$ cat src/rtl/seq_search_cam.sv
// rtl/seq_search_cam.sv - writable CAM with a one-entry-per-clock sequential search engine
// Optional CAM_MATCH_COUNT_EN: full-table scan with a match_count output.
module seq_search_cam #(
    parameter int DATA_W = 5,
    parameter int ADDR_W = 5
) (
    input  logic              clk,
    input  logic              rst,
    input  logic              wr_en,
    input  logic [ADDR_W-1:0] wr_addr,
    input  logic [DATA_W-1:0] wr_data,
    input  logic              wr_valid,
    input  logic              search_start,
    input  logic [DATA_W-1:0] search_key,
    output logic              busy,
    output logic              done,
    output logic              found,
    output logic [ADDR_W-1:0] match_addr
`ifdef CAM_MATCH_COUNT_EN
    ,
    output logic [ADDR_W:0]   match_count
`endif
);

    localparam int DEPTH = 2 ** ADDR_W;
    localparam logic [ADDR_W-1:0] LAST = '1;

    typedef enum logic [1:0] {IDLE, SCAN, DONE} state_t;

    state_t              state_q, state_d;
    logic [DATA_W-1:0]   mem [DEPTH];
    logic [DEPTH-1:0]    valid_q;
    logic [ADDR_W-1:0]   ptr_q;
    logic [DATA_W-1:0]   key_q;
    logic                start_ok;
    logic                hit;
    logic                last;

    // Data words carry no reset; only the valid bits gate a match.
    always_ff @(posedge clk) begin
        if (wr_en && wr_valid) begin
            mem[wr_addr] <= wr_data;
        end
    end

    always_ff @(posedge clk or posedge rst) begin
        if (rst) begin
            state_q <= IDLE;
        end else begin
            state_q <= state_d;
        end
    end

    always_comb begin
        state_d  = state_q;
        start_ok = 1'b0;
        hit      = valid_q[ptr_q] && (mem[ptr_q] == key_q);
        last     = (ptr_q == LAST);
        case (state_q)
            IDLE, DONE: begin
                if (search_start) begin
                    start_ok = 1'b1;
                    state_d  = SCAN;
                end else begin
                    state_d  = IDLE;
                end
            end
            SCAN: begin
`ifdef CAM_MATCH_COUNT_EN
                if (last) begin
                    state_d = DONE;
                end
`else
                if (hit || last) begin
                    state_d = DONE;
                end
`endif
            end
            default: state_d = IDLE;
        endcase
    end

    // Compare reads pre-edge contents, so a write to the entry under compare is not seen.
    always_ff @(posedge clk or posedge rst) begin
        if (rst) begin
            valid_q     <= '0;
            ptr_q       <= '0;
            key_q       <= '0;
            found       <= 1'b0;
            match_addr  <= '0;
`ifdef CAM_MATCH_COUNT_EN
            match_count <= '0;
`endif
        end else begin
            if (wr_en) begin
                valid_q[wr_addr] <= wr_valid;
            end
            if (start_ok) begin
                key_q       <= search_key;
                ptr_q       <= '0;
                found       <= 1'b0;
                match_addr  <= '0;
`ifdef CAM_MATCH_COUNT_EN
                match_count <= '0;
`endif
            end else if (state_q == SCAN) begin
                if (!last) begin
                    ptr_q <= ptr_q + 1'b1;
                end
                if (hit && !found) begin
                    found      <= 1'b1;
                    match_addr <= ptr_q;
                end
`ifdef CAM_MATCH_COUNT_EN
                if (hit) begin
                    match_count <= match_count + 1'b1;
                end
`endif
            end
        end
    end

    assign busy = (state_q == SCAN);
    assign done = (state_q == DONE);

endmodule

$ cat config.mk
export PLATFORM = sky130hd
export DESIGN_NAME = seq_search_cam
export DESIGN_NICKNAME = d
export VERILOG_FILES = /design/src/rtl/seq_search_cam.sv
export SDC_FILE = /design/constraint.sdc
export NUM_CORES = 1
export LEC_CHECK = 0
export CAP_MARGIN = 30
export CORE_UTILIZATION = 56
export CTS_CLUSTER_SIZE = 25
export DETAILED_ROUTE_END_ITERATION = 8
export GPL_TIMING_DRIVEN = 0
export PLACE_DENSITY = 0.81
export SETUP_SLACK_MARGIN = 0.02
export SKIP_LAST_GASP = 1
export SYNTH_ARGS = -nofsm -noshare
export SYNTH_HDL_FRONTEND = slang
export SYNTH_SLANG_ARGS = --single-unit
$ cat constraint.sdc
create_clock -name clk -period 2.8 [get_ports clk]
set_input_delay 0.56 -clock clk [delete_from_list [all_inputs] [get_ports clk]]
set_output_delay 0.56 -clock clk [all_outputs]
set_load 0.005 [all_outputs]
Yosys cells after proc, flatten, opt, wreduce, memory -nomap -nowiden
Memories as Yosys holds them, arrays and structs flattened.
Cells that the tools add are included.
{"block": "word_totals", "register_bits": 50, "ram_bits": 160, "out_inout_bits": 8, "word_cells": 50, "mem_count": 1}
{"name": "mem", "words": 32, "word_bits": 5, "rd": 1, "rd_clocked_by_memory_dff": 0, "wr": 1, "line_no": "31", "text": "logic [DATA_W-1:0] mem [DEPTH];"}
{"block": "op_classes", "add_sub_neg": 1, "magnitude_cmp": 3, "eq_ne": 6, "mux": 21, "reduce_logical": 12}
{"cell": "$bwmux 32", "n": 1}
{"cell": "$mux 5", "n": 6}
{"cell": "$lt 5x6->1 const B", "n": 2}
{"cell": "$mux 1", "n": 10}
{"cell": "$add 5x1->5 const B", "n": 1}
{"cell": "$bmux 1 s5", "n": 1}
{"cell": "$demux 1 s5", "n": 1}
{"cell": "$eq 5x5->1", "n": 1}
{"cell": "$eq 5x5->1 const B", "n": 1}
{"cell": "$ge 5x1->1 const B", "n": 1}
{"cell": "$logic_and 1x1->1", "n": 4}
{"cell": "$pmux 2 s2", "n": 1}
{"cell": "$reduce_and 2->1", "n": 2}
{"cell": "$reduce_bool 2->1", "n": 2}
{"cell": "$eq 2x1->1 const B", "n": 1}
{"cell": "$eq 2x2->1 const B", "n": 1}
{"cell": "$logic_not 2->1", "n": 1}
{"cell": "$mux 2", "n": 1}
{"cell": "$ne 2x1->1 const B", "n": 1}
{"cell": "$ne 2x2->1 const B", "n": 1}
{"cell": "$reduce_or 2->1", "n": 1}
{"cell": "$logic_not 1->1", "n": 1}
{"cell": "$logic_or 1x1->1", "n": 1}

Logic depth before layout (Yosys ltp)
{"block": "logic_depth", "ltp_word": 7, "mapped_depth": 12, "ltp_nobuf": 8}

Worst setup path before layout
OpenSTA, ideal clock, no wires.
{"block": "synth_path", "kind": "reg2reg", "start": "register ptr_q[1]", "end": "register state_q[0]", "setup_ps": 118, "t_arrival_ps": 2073, "required_time_ps": 2682, "slack_ps": 608, "stages_incl_launch_ff": 12, "period_less_slack_ps": 2192, "path_cell_list": "dfrtp_1 buf_6 buf_12 mux2i_1 a22oi_1 a21oi_1 nor4_2 xnor2_1 and4_4 buf_6 nand2_1 a21o_1"}
{"block": "synth_via", "elab_chain_len": 5, "elab_cells_between_ends": 8, "cone_classes": "3 x eq/ne; 2 x mux; 2 x reduce/logical; 1 x memory"}
{"element": "from (decl)", "line_no": "33", "text": "logic [ADDR_W-1:0] ptr_q;"}
{"element": "from (signal assigned)", "line_no": "108", "text": "ptr_q <= ptr_q + 1'b1;"}
{"element": "$mem_v2 32x5 or $bmux 1 s5 (tied branches)"}
{"element": "$eq 5x5->1 or $mux 1 (tied branches)", "line_no": "57", "text": "hit = valid_q[ptr_q] && (mem[ptr_q] == key_q);"}
{"element": "$logic_and 1x1->1", "line_no": "57"}
{"element": "$logic_or 1x1->1 *", "line_no": "74", "text": "if (hit || last) begin"}
{"element": "$ne 2x1->1 (no source line) *"}
{"element": "to (signal assigned)", "line_no": "50", "text": "state_q <= state_d;"}
{"element": "to (decl)", "line_no": "30", "text": "state_t state_q, state_d;"}
Mark *: on every way between the ends. The rest lies on a longest branch, timed or not. The select of a mux whose other input is x is not followed.
A chain may end at the register's enable or synchronous reset.

Worst setup path after layout
{"block": "layout_path", "start": "input wr_en", "end": "memory mem[24][3], enable pin"}
{"block": "layout_via", "elab_chain_len": 3}
{"element": "from (decl)", "line_no": "9", "text": "input logic wr_en,"}
{"element": "$logic_and 1x1->1", "line_no": "41", "text": "if (wr_en && wr_valid) begin"}
{"element": "$mux 1", "line_no": "41"}
{"element": "$mux 1 (not written as such)", "line_no": "42", "text": "mem[wr_addr] <= wr_data;"}
{"element": "to (decl)", "line_no": "31"}
Every way passes these cells.

==> metrics.md <==
| Metric | Value |
|---|---|
| Mapped Cells | `603` |
| Total of warnings raised by yosys | `0` |
| DR WL/cell | `23.0 um` |
| Worst Setup End Kind | `flop` |
| Total Routing Usage GR | `25.5%` |
| Util after Layout | `67.0%` |
| Worst-path clk slew | `0.06 ns` |
| FMAX | `0.369 GHz` |
| Most common cell after layout, fill and taps aside | `edfxtp_1` |
| Initial core utilization | `57.9%` |
| Largest net degree at the start of global routing | `33` |
| Share of post-route cells with drive strength above 1 | `16.4%` |
| Syn Nets | `625` |
| CTS tree | `built` |
| Global-route wire length before repair | `30600 um` |
| Worst path cell trace | `clkdlybuf4s50_1, or3b_2, clkbuf_1, inv_1, nand2_1, clkbuf_2, nor2_2` |
| WP buf/inv | `4` |
| Clock latency on the worst-skew pair | `0.49 ns` |
| Row cnt | `45` |
| Family with the most delay on the worst path | `buffers and inverters` |
| DIE WIDTH | `128 um` |
| CTS max path bufs | `3` |
| Setup ws final | `0.0901 ns` |
| Final min period | `2.71 ns` |
| Fraction of registers with async set/reset | `23.8%` |
| CP Data Arrival Time | `2.86 ns` |
| Vias in the first global route | `5498` |
| Synth Flop Type | `edfxtp_1` |
| Initial antenna violation count | `0` |
| Worst EP required | `2.95 ns` |
| Via density | `6.22` |
| Fin. Hold Viols | `0` |
| Port-buffer cells | `26` |
| # fillers | `1034` |
| Worst slew margin | `31.1%` |
| DRC | `0` |
| Library cells used by synthesis | `39` |
| Max Cap Viol | `0` |
| Total CTS buffers | `21` |
| Depth of the CTS H-tree | `1` |
| Most frequent cells in the layout | `edfxtp_1 (160), mux2i_1 (81), o21ai_0 (57)` |
| Drt pass-1 iters | `8` |
| Hold Buf Count CTS | `0` |
| Sink Count | `210` |
| Core area | `15300 um^2` |
| RSZ-0062 raised after global routing | `true` |
| Power per standard cell area | `952 nW/um^2` |
| WS Path Type | `in2reg` |
| Root buffer cell | `clkbuf_16` |
| Outcome | `finished clean` |
| Slowest library cell on the worst path | `clkdlybuf4s50_1` |
| Sequential cell area | `6060 um^2` |
| Placed Area | `9470 um^2` |
| Via count | `5485` |
| Setup Slack @ Placement | `-0.489 ns` |
| Die height | `128 um` |
| Worst hold-check path type | `in2async` |
| I/O Pins | `28` |
| Iter 0 DRT Violations | `514` |
| Worst Max-Slew Pin Slew | `1.03 ns` |
| Total routed wirelength | `20300 um` |
| Worst setup SP type | `input pin` |
| Max-slew violations | `0` |
| Synth Area per Inst | `14.7 um^2` |
| Max stage delay on crit path | `0.57 ns` |
| Hold_ws | `0.379 ns` |
| Gpl congestion | `0.893` |
| Fin Clk Skew | `0.00764 ns` |
| Setup bufs post-CTS | `0` |
| Number of flops mapped to enable cells by yosys | `160` |
| Final net count | `679` |
| Seq cells post-synth | `210` |
| Design Area, Final | `10300 um^2` |
| Period utilization | `96.8%` |
| Area occupied by multi-input gates | `2620 um^2` |
| Post-DRT Antenna Nets | `0` |
| CP Max Fanout | `10` |
| DP HPWL | `13600 um` |
| Sequential share of the synthesized area | `68.3%` |
| Synthesized area | `8870 um^2` |
| Number of diodes | `0` |
| Area Growth Syn to Fin | `15.7%` |
| Leak | `3.66 nW` |
| DIE AREA | `16300 um^2` |
| Grt ovf | `0` |
| # setup viols final | `0` |
| VDD IR max | `0.503 mV` |
==> stage by stage <==
stage / setup TNS (ns) / std cells / total power, mW
final: 0 / 882 / 9.76
after detailed placement: -28.52 / 845 / 6.87
after CTS: -0.00613 / 882 / 9.61
after global routing: -0.00299 / 882 / 10.1
after floorplan: 0 / 603 / 5.92
after global placement: -16.27 / 840 / 6.77
==> power by group <==
part	total, mW	switching (mW)	leakage [nW]	internal [mW]
Clock	2.73	1.11	0.336	1.62
Combinational	3.30	1.88	1.25	1.42
Sequential	3.74	0.160	2.08	3.58
==> sequential cells by signal, indices dropped and copies added (netlist names) <==
register / cells
valid_q: 32
key_q: 5
mem: 160
state_q: 2
found: 1
ptr_q: 5
match_addr: 5
==> final timing paths <==
check,start,end,slack [ns],cells past startpoint
max,wr_en,mem[24][3]$_DFFE_PP_,0.09,7
min,rst,match_addr[2]$_DFFE_PP0P_,0.38,2
max reg2reg,ptr_q[0]$_DFFE_PP0P_,state_q[0]$_DFFE_PP0P_,0.13,11
min reg2reg,valid_q[13]$_DFFE_PP0P_,valid_q[13]$_DFFE_PP0P_,0.50,1
max in group asynchronous,rst,valid_q[4]$_DFFE_PP0P_,1.91,3
min in group clk,valid_q[13]$_DFFE_PP0P_,valid_q[13]$_DFFE_PP0P_,0.50,1
==> routing by layer <==
layer	vias up	track usage, %	part of all wire, %
li1	2401	-	-
met1	2733	34.4	40
met2	299	41.1	48
met3	52	4.67	8.5
met4	0	11.0	3.4
met5	-	0	0
==> logic make-up after synthesis <==
group,share of synthesized area (%)
flip-flops,68.3
AO/OA/AOI/OAI,7.75
AND/OR/NAND/NOR,6.70
multiplexers,13.2
buffers and inverters,2.98
XOR/XNOR,0.790
adder cells (fa/ha/maj),0.282
==> worst register-to-register path: cells and delay by family, from the launching register on <==
kind	cells	cell delay (ns)
compound gates	2	0.32
xor+xnor	1	0.28
buf+inv	3	0.53
flops	1	0.48
simple gates	5	0.96
==> final cells by class <==
| cell class | count | area share, % |
|---|---|---|
| Clock buffer | 27 | 5.54 |
| Inverter | 6 | 0.220 |
| Tap cell | 211 | 2.57 |
| Clock inverter | 10 | 0.988 |
| Sequential cell | 210 | 59.1 |
| Buffer | 38 | 2.70 |
| Multi-Input combinational cell | 349 | 25.6 |
| Timing Repair Buffer | 31 | 3.32 |
==> Yosys cell counts (2+ instances only) <==
cell / number / area share [%]
edfxtp_1: 160 / 54
mux2i_1: 82 / 9.3
o21ai_0: 58 / 3.3
dfrtp_1: 50 / 14
nor2_1: 48 / 2.0
a22oi_1: 30 / 2.5
a21oi_1: 26 / 1.5
clkbuf_1: 18 / 0.76
nand3_1: 16 / 0.90
nand2_1: 13 / 0.55
mux2_2: 11 / 1.4
mux4_2: 10 / 2.5
nand4_1: 9 / 0.64
buf_2: 8 / 0.45
inv_1: 6 / 0.25
nand2b_1: 6 / 0.42
xnor2_1: 6 / 0.59
buf_4: 5 / 0.42
buf_6: 5 / 0.64
nand3b_1: 5 / 0.42
nor2b_1: 4 / 0.28
nor4_2: 3 / 0.42
or3b_2: 3 / 0.30
and2_1: 2 / 0.14
buf_12: 2 / 0.45
ha_1: 2 / 0.28
o21ai_1: 2 / 0.11
xor2_1: 2 / 0.20
==> timing repair <==
| action | 4_1_cts | 5_1_grt |
|---|---|---|
| endpoints found under the setup margin | 27 | 48 |
| gates resized for setup | 3 | 36 |
| pin swaps | 0 | 5 |
Note: power is estimated with default switching activity, not from simulation.
